## config.mk

```make
export PLATFORM = sky130hd
export DESIGN_NAME = dec2bin_duty
export DESIGN_NICKNAME = d
export VERILOG_FILES = /design/src/rtl/duty_conv_pkg.sv /design/src/rtl/bcd_digit_adj.sv /design/src/rtl/dec2bin_duty.sv
export SDC_FILE = /design/constraint.sdc
export NUM_CORES = 1
export LEC_CHECK = 0
export ABC_CLOCK_PERIOD_IN_PS = 2000
export CORE_ASPECT_RATIO = 0.5
export CORE_MARGIN = 2
export CORE_UTILIZATION = 40
export DETAILED_ROUTE_END_ITERATION = 10
export PLACE_DENSITY = 0.73
export SYNTH_ARGS = -nofsm -noshare
export SYNTH_HDL_FRONTEND = slang
export SYNTH_SLANG_ARGS = --single-unit
```

## constraint.sdc

```tcl
create_clock -name clk_50M -period 2 [get_ports clk_50M]
set_clock_uncertainty 0.15 [all_clocks]
set_input_delay 0.4 -clock clk_50M [delete_from_list [all_inputs] [get_ports clk_50M]]
set_output_delay 0.4 -clock clk_50M [all_outputs]
set_load 0.02 [all_outputs]
```

## src/rtl/duty_conv_pkg.sv

```systemverilog
// Shared constants and FSM state encoding for the BCD-to-binary duty converter.
package duty_conv_pkg;

    localparam int unsigned BCD_DIGIT_W  = 4;
    localparam int unsigned MAX_DUTY_DEF = 100;

    // Reverse double-dabble correction: a digit >= 8 after a right shift gets 3 removed
    localparam logic [BCD_DIGIT_W-1:0] BCD_ADJ_THRESH = 4'd8;
    localparam logic [BCD_DIGIT_W-1:0] BCD_ADJ_SUB    = 4'd3;
    localparam logic [BCD_DIGIT_W-1:0] BCD_MAX_DIGIT  = 4'd9;

    typedef enum logic [1:0] {
        StIdle,
        StShift,
        StDone
    } duty_state_e;

endpackage

```

## src/rtl/bcd_digit_adj.sv

```systemverilog
// Combinational per-digit correction step: if the digit is >= 8, subtract 3 (no borrow out).
module bcd_digit_adj
    import duty_conv_pkg::*;
(
    input  logic [BCD_DIGIT_W-1:0] digit_i,
    output logic [BCD_DIGIT_W-1:0] digit_o
);

    always_comb begin
        digit_o = digit_i;
        if (digit_i >= BCD_ADJ_THRESH) begin
            digit_o = digit_i - BCD_ADJ_SUB;
        end
    end

endmodule

```

## src/rtl/dec2bin_duty.sv

```systemverilog
// Sequential packed-BCD to binary duty converter, one shift+correct step per clock.
// Optional DUTY_CLAMP_EN: results above MAX_DUTY (or overflowing) saturate to MAX_DUTY.
module dec2bin_duty
    import duty_conv_pkg::*;
#(
    parameter int unsigned DIGITS   = 3,
    parameter int unsigned BIN_W    = 7,
    parameter int unsigned MAX_DUTY = MAX_DUTY_DEF
) (
    input  logic                          clk_50M,
    input  logic                          rst,
    input  logic                          start,
    input  logic [BCD_DIGIT_W*DIGITS-1:0] bcd_in,
    output logic                          busy,
    output logic                          done,
    output logic [BIN_W-1:0]              bin_out,
    output logic                          ovf,
    output logic                          err
);

    localparam int unsigned BcdW = BCD_DIGIT_W * DIGITS;
    localparam int unsigned CntW = $clog2(BIN_W + 1);

    if (MAX_DUTY >= (64'd1 << BIN_W)) begin : g_bad_max_duty
        $error("MAX_DUTY must be representable in BIN_W bits");
    end

    duty_state_e       state_q;
    logic [BcdW-1:0]   bcd_q;
    logic [BIN_W-1:0]  bin_q;
    logic [CntW-1:0]   cnt_q;
    logic              err_pend_q;
    logic              busy_q;
    logic              done_q;
    logic [BIN_W-1:0]  bin_out_q;
    logic              ovf_q;
    logic              err_q;

    logic [BcdW-1:0]   bcd_shift;
    logic [BcdW-1:0]   bcd_adj;
    logic [BIN_W-1:0]  bin_shift;
    logic              bad_digit;
    logic              residual;

    // The whole {bcd,bin} register moves right; the bcd LSB becomes the new bin MSB
    assign bcd_shift = {1'b0, bcd_q[BcdW-1:1]};
    assign bin_shift = {bcd_q[0], bin_q[BIN_W-1:1]};
    assign residual  = (bcd_q != '0);

    for (genvar g = 0; g < DIGITS; g++) begin : g_adj
        bcd_digit_adj u_adj (
            .digit_i (bcd_shift[g*BCD_DIGIT_W +: BCD_DIGIT_W]),
            .digit_o (bcd_adj[g*BCD_DIGIT_W +: BCD_DIGIT_W])
        );
    end

    always_comb begin
        bad_digit = 1'b0;
        for (int i = 0; i < DIGITS; i++) begin
            if (bcd_in[i*BCD_DIGIT_W +: BCD_DIGIT_W] > BCD_MAX_DIGIT) begin
                bad_digit = 1'b1;
            end
        end
    end

`ifdef DUTY_CLAMP_EN
    localparam logic [BIN_W-1:0] MaxDutyW = BIN_W'(MAX_DUTY);
    logic              clamp;
    logic [BIN_W-1:0]  bin_final;
    assign clamp     = residual || (bin_q > MaxDutyW);
    assign bin_final = clamp ? MaxDutyW : bin_q;
`else
    logic              clamp;
    logic [BIN_W-1:0]  bin_final;
    assign clamp     = residual;
    assign bin_final = bin_q;
`endif

    always_ff @(posedge clk_50M or negedge rst) begin
        if (!rst) begin
            state_q    <= StIdle;
            bcd_q      <= '0;
            bin_q      <= '0;
            cnt_q      <= '0;
            err_pend_q <= 1'b0;
            busy_q     <= 1'b0;
            done_q     <= 1'b0;
            bin_out_q  <= '0;
            ovf_q      <= 1'b0;
            err_q      <= 1'b0;
        end else begin
            done_q <= 1'b0;
            unique case (state_q)
                StIdle: begin
                    if (start) begin
                        bcd_q <= bcd_in;
                        bin_q <= '0;
                        if (bad_digit) begin
                            err_pend_q <= 1'b1;
                            state_q    <= StDone;
                        end else begin
                            err_pend_q <= 1'b0;
                            cnt_q      <= CntW'(BIN_W);
                            busy_q     <= 1'b1;
                            state_q    <= StShift;
                        end
                    end
                end
                StShift: begin
                    bcd_q <= bcd_adj;
                    bin_q <= bin_shift;
                    cnt_q <= cnt_q - CntW'(1);
                    if (cnt_q == CntW'(1)) begin
                        busy_q  <= 1'b0;
                        state_q <= StDone;
                    end
                end
                StDone: begin
                    done_q  <= 1'b1;
                    state_q <= StIdle;
                    if (err_pend_q) begin
                        bin_out_q <= '0;
                        ovf_q     <= 1'b0;
                        err_q     <= 1'b1;
                    end else begin
                        bin_out_q <= bin_final;
                        ovf_q     <= clamp;
                        err_q     <= 1'b0;
                    end
                end
                default: state_q <= StIdle;
            endcase
        end
    end

    assign busy    = busy_q;
    assign done    = done_q;
    assign bin_out = bin_out_q;
    assign ovf     = ovf_q;
    assign err     = err_q;

endmodule

```

Word level (Yosys, flattened, before mapping):

Index checks and enable logic that the tools add are counted.
W data, S select, Z words.

* register bits after elaboration: 36
* input bits: 15
* output and inout port bits: 11
* word-level logic and storage cells: 60

* $add $sub $neg: 4
* $lt $le $gt $ge: 6
* eq/ne operators: 6
* mux-type cells: 26
* reductions and logical operators: 8

Operators by type and width (count)
* $pmux W12 S2: 1
* $mux W7: 2
* $pmux W7 S2: 1
* $gt A4 B4 Y1 const B: 3
* $mux W12: 1
* $mux W4: 3
* $reduce_bool A12 Y1: 1
* $mux W1: 10
* $ge A4 B4 Y1 const B: 2
* $sub A4 B2 Y4 const B: 2
* $mux W2: 3
* $mux W3: 2
* $ne A2 B2 Y1 const B: 3
* $pmux W3 S2: 1
* $reduce_and A2 Y1: 3
* $ge A3 B4 Y1 const B: 1
* $pmux W2 S2: 1
* $reduce_and A4 Y1: 1
* $sub A3 B2 Y4 const B: 1
* $eq A3 B1 Y1 const B: 1
* $reduce_and A3 Y1: 1
* $sub A3 B1 Y3 const B: 1
* $eq A2 B1 Y1 const B: 1
* $eq A2 B2 Y1 const B: 1
* 3 further kinds: 3

Longest topological paths before layout:

* depth in word-level cells: 7
* depth in mapped cells: 6

Hierarchy:

From an unflattened synthesis, not the netlist that was laid out.

* cells, all modules: 199
* area, all modules: 1853.0 µm²

By module, submodules not included
* dec2bin_duty: times used 1, cells an instance 166, area an instance 1624.1 µm², seq. area each 900.9 µm²
* bcd_digit_adj: times used 3, cells an instance 11, area an instance 76.3 µm², seq. area each 0.0 µm²

Worst setup path after synthesis:

Ideal clock, no wire load.

* path type: register -> register
* start: register bcd_q[5]
* end: register bcd_q[6]
* setup time: 130 ps
* data arrival time: 1112 ps
* required time: 1720 ps
* slack: 608 ps
* stages on the path, launching flop included: 6
* path buffers: 0
* period minus slack after synthesis: 1392 ps
* cells stage by stage: dfrtp_1 -> ha_1 -> nand2b_1 -> xnor2_1 -> a22oi_1 -> o22ai_1

* word-level cells in the longest chain between the ends: 3
* elaborated cells on any way between the ends: 4
* those cells by class: add/sub (1); order compare (1); mux (2)

RTL lines
* start: declaration: line dec2bin_duty.sv:29 `logic [BcdW-1:0] bcd_q;`
* start signal: assignment: line dec2bin_duty.sv:96 `bcd_q <= bcd_in;`
* start signal: assignment: line dec2bin_duty.sv:110 `bcd_q <= bcd_adj;`
* $sub A4 B2 Y4 or $ge A4 B4 Y1 (tied branches): line bcd_digit_adj.sv:12, bcd_digit_adj.sv:11
* $mux W4 *: line bcd_digit_adj.sv:11 `if (digit_i >= BCD_ADJ_THRESH) begin`
* $pmux W12 S2 *: line dec2bin_duty.sv:93 `unique case (state_q)`

Every way passes the cells marked *; elsewhere a longest branch is shown, timed or not.
A chain may end at the register's enable or synchronous reset.

Final worst setup path:

* start: register busy_q (netlist: busy)
* end: output port busy

RTL lines
* start: declaration: line dec2bin_duty.sv:33 `logic busy_q;`
* start signal: assignment: line dec2bin_duty.sv:86 `busy_q <= 1'b0;`
* start signal: assignment: line dec2bin_duty.sv:104 `busy_q <= 1'b1;`
* start signal: assignment: line dec2bin_duty.sv:114 `busy_q <= 1'b0;`
* end: declaration: line dec2bin_duty.sv:14 `output logic busy,`

No word-level cell between the ends.

==> results.md <==
* Run status: complete, no violations
* GRT overflow at 0
* H-tree levels at 2
* HP Start: bin_out[1]$_DFFE_PN0P_
* Hold Path End: bin_out[1]$_DFFE_PN0P_
* Ant diodes at 0
* Worst Setup Start Kind: register
* Setup CP Type: register to primary output
* Vias in the first global route at 1356
* R2R Path End: cnt_q[2]$_DFFE_PN0P_
* GRT Util Overall at 16.57%
* Die Y-Extent at 51.36 um
* Post-Place Cells at 250
* Core box area at 0.004360 mm^2
* Routed len/inst at 14.85 um
* Reg2Reg Setup Slack at 0.37 ns
* Non-filler instance count after layout at 258
* Worst-Margin Slew at 0.4512 ns
* Clk root buf: clkbuf_8
* I/O Pins at 26
* Count of hold-fix buffers inserted at cts at 0
* Start of the worst register-to-register path: state_q[1]$_DFFE_PN0P_
* # nets final at 221
* Hold WC Path Type: register to register
* Buffer and inverter count on the worst path at 1
* First-pass GRT wire length at 6437 um
* CTS clock-pin slew for the worst setup and hold paths at 0.07 ns
* Total CTS buffers at 5
* Unrepaired setup endpoints after global routing: false
* Synthesized cell area at 0.001794 mm^2
* Hold path cells at 2
* Critical Path Max Stage Delay at 0.62 ns
* Final Max Tran Viols at 0
* Antenna-violating nets left at 0
* Setup bufs post-CTS at 0
* Cell Pwr Density at 1372 mW/mm^2
* Mean Syn Cell Area at 10.81 um^2
* CTS max path bufs at 2
* Top post-synthesis cells by area: dfrtp_1, ha_1, a22o_1
* Setup TNS Final at 0 ns
* VDD IR max at 0.4843 mV
* Post-Synthesis Cells at 166
* Row count at 17
* Post-synth ARST share at 100.0%
* Endpoints failing hold at 0
* Post-synth EDFFs at 0
* Static leakage at 0.9995 nW
* Worst-Skew Late Latency at 0.29 ns
* Area delta synth->final at 24.97%
* Total Routed Length at 3831 um
* Final Wtd Congestion at 0.8288
* Max-slew headroom at 69.92%
* Syn. warnings at 0
* Cells along the critical path: clkdlybuf4s50_1
* Pin count of the biggest net entering global routing at 37
* CTS tree: built
* Syn_nets at 187
* Post-synth top area share at 50.21%
* Buffers on Ports at 25
* Critical Path End Type: primary output
* Initial Util at 41.15%
* Overall Power at 3.076 mW
* Via density at 5.229
* Worst Path Required at 1.45 ns
* Cts repair resizes at 0
* Vias at 1349
* Ys flop type: dfrtp_1
* Final setup vio count at 0
* Sequential area share after synthesis at 50.21%
* Area leader, netlist: dfrtp_1
* Commonest non-fill, non-tap cell in the layout: dfrtp_1
* CP top delay family: buffers and inverters
* Initial antenna violation count at 0
* CTS sink count at 36
* R2R cell count at 4
* Max-cap violations at 0
* DRC at 0
* Critical-path maximum fanout at 2
* WP data arrival at 1.28 ns
* F_max at 547.7 MHz
* Die area at 0.005070 mm^2
* Initial DRT Pass Iterations at 4
* Most frequent cells in the layout: dfrtp_1, clkdlybuf4s50_1, nand2_1, buf_4
* Register bit total from synthesis at 36
* Post-DP HPWL at 2630 um
* Final worst path period share at 91.30%
* Filler instances at 381
* Layout cell share with drive strength beyond 1 at 14.43%
* Iter 0 DRT Violations at 60
* Final Critical Period at 1.826 ns
* Die width at 98.72 um
* Slowest-stage cell, CP: clkdlybuf4s50_1
* Library cells used by synthesis at 46
## state kept, by name (all words and copies together) (netlist names), 2 cells and up
register and count:
bcd_q 12, bin_out 7, cnt_q 3, state_q 2, bin_final 7
## stage by stage
stage	utilization (%)	hold slack (ns)	worst slack, ns	area [um^2]
2_1_floorplan	-	-0.04559	0.6078	1794
3_3_place_gp	48.95	0.3134	0.07345	2135
3_5_place_dp	48.95	0.3192	0.02826	2135
4_1_cts	51.42	0.3364	0.1581	2242
5_1_grt	51.42	0.3647	0.1258	2242
6_report	51.42	0.3285	0.1741	2242
## how the worst max path moves through the flow
stage,startpoint,endpoint,cells after the start
after floorplan,bcd_q[5]$_DFFE_PN0P_,bcd_q[6]$_DFFE_PN0P_,5
after global placement,start,bcd_q[5]$_DFFE_PN0P_,5
after detailed placement,start,bcd_q[5]$_DFFE_PN0P_,5
after CTS,busy$_DFFE_PN0P_,busy,1
after global routing,busy$_DFFE_PN0P_,busy,1
final,busy$_DFFE_PN0P_,busy,1
## cell usage after synthesis, drive strengths merged, types with 2 or more instances
library cell / count
inv: 11
clkbuf: 2
a22o: 8
mux2: 2
buf: 6
nor4: 3
xor2: 2
a21oi: 4
o22ai: 4
ha: 6
nand2b: 9
a22oi: 6
xnor2: 2
o21ai: 17
a21o: 2
mux2i: 6
dfrtp: 36
nor2b: 2
nor2: 8
nand2: 15
o21bai: 2
## layer usage
layer  global-route usage, %  share of wire, %  up-vias  routed length [um]
met1                   21.05                47      669                1799
li1                        -                 -      649                   -
met2                   27.32                47       25                1818
met4                   7.534               1.2        0                  47
met5                       0                 0        -                   0
met3                   3.967               4.3        6                 166
## power breakdown
| part | internal, mW | total (mW) | switching (mW) |
|---|---|---|---|
| clock network | 0.370 | 0.642 | 0.272 |
| registers | 0.961 | 1.25 | 0.287 |
| logic | 0.583 | 1.19 | 0.603 |
## final cells by class
cell class	instances	area (um^2)	share of cell area (%)
flip-flops and latches	36	900.9	40.18
repair buffers	35	325.3	14.51
well taps	57	71.32	3.181
inverters	11	43.79	1.953
clock inverters	2	35.03	1.563
clock buffers	6	72.57	3.237
multi-input cells	111	793.3	35.38
## kinds of logic after synthesis
family                   count (synthesis)  share of synthesized area, %
adder cells (fa/ha/maj)                  6                         4.184
AND/OR/NAND/NOR                         42                         12.83
XOR/XNOR                                 4                         1.953
buffers and inverters                   19                         5.578
multiplexers                             8                         4.603
flip-flops                              36                         50.21
AO/OA/AOI/OAI                           51                         20.64
No activity file was read; power rests on OpenSTA's default activity.
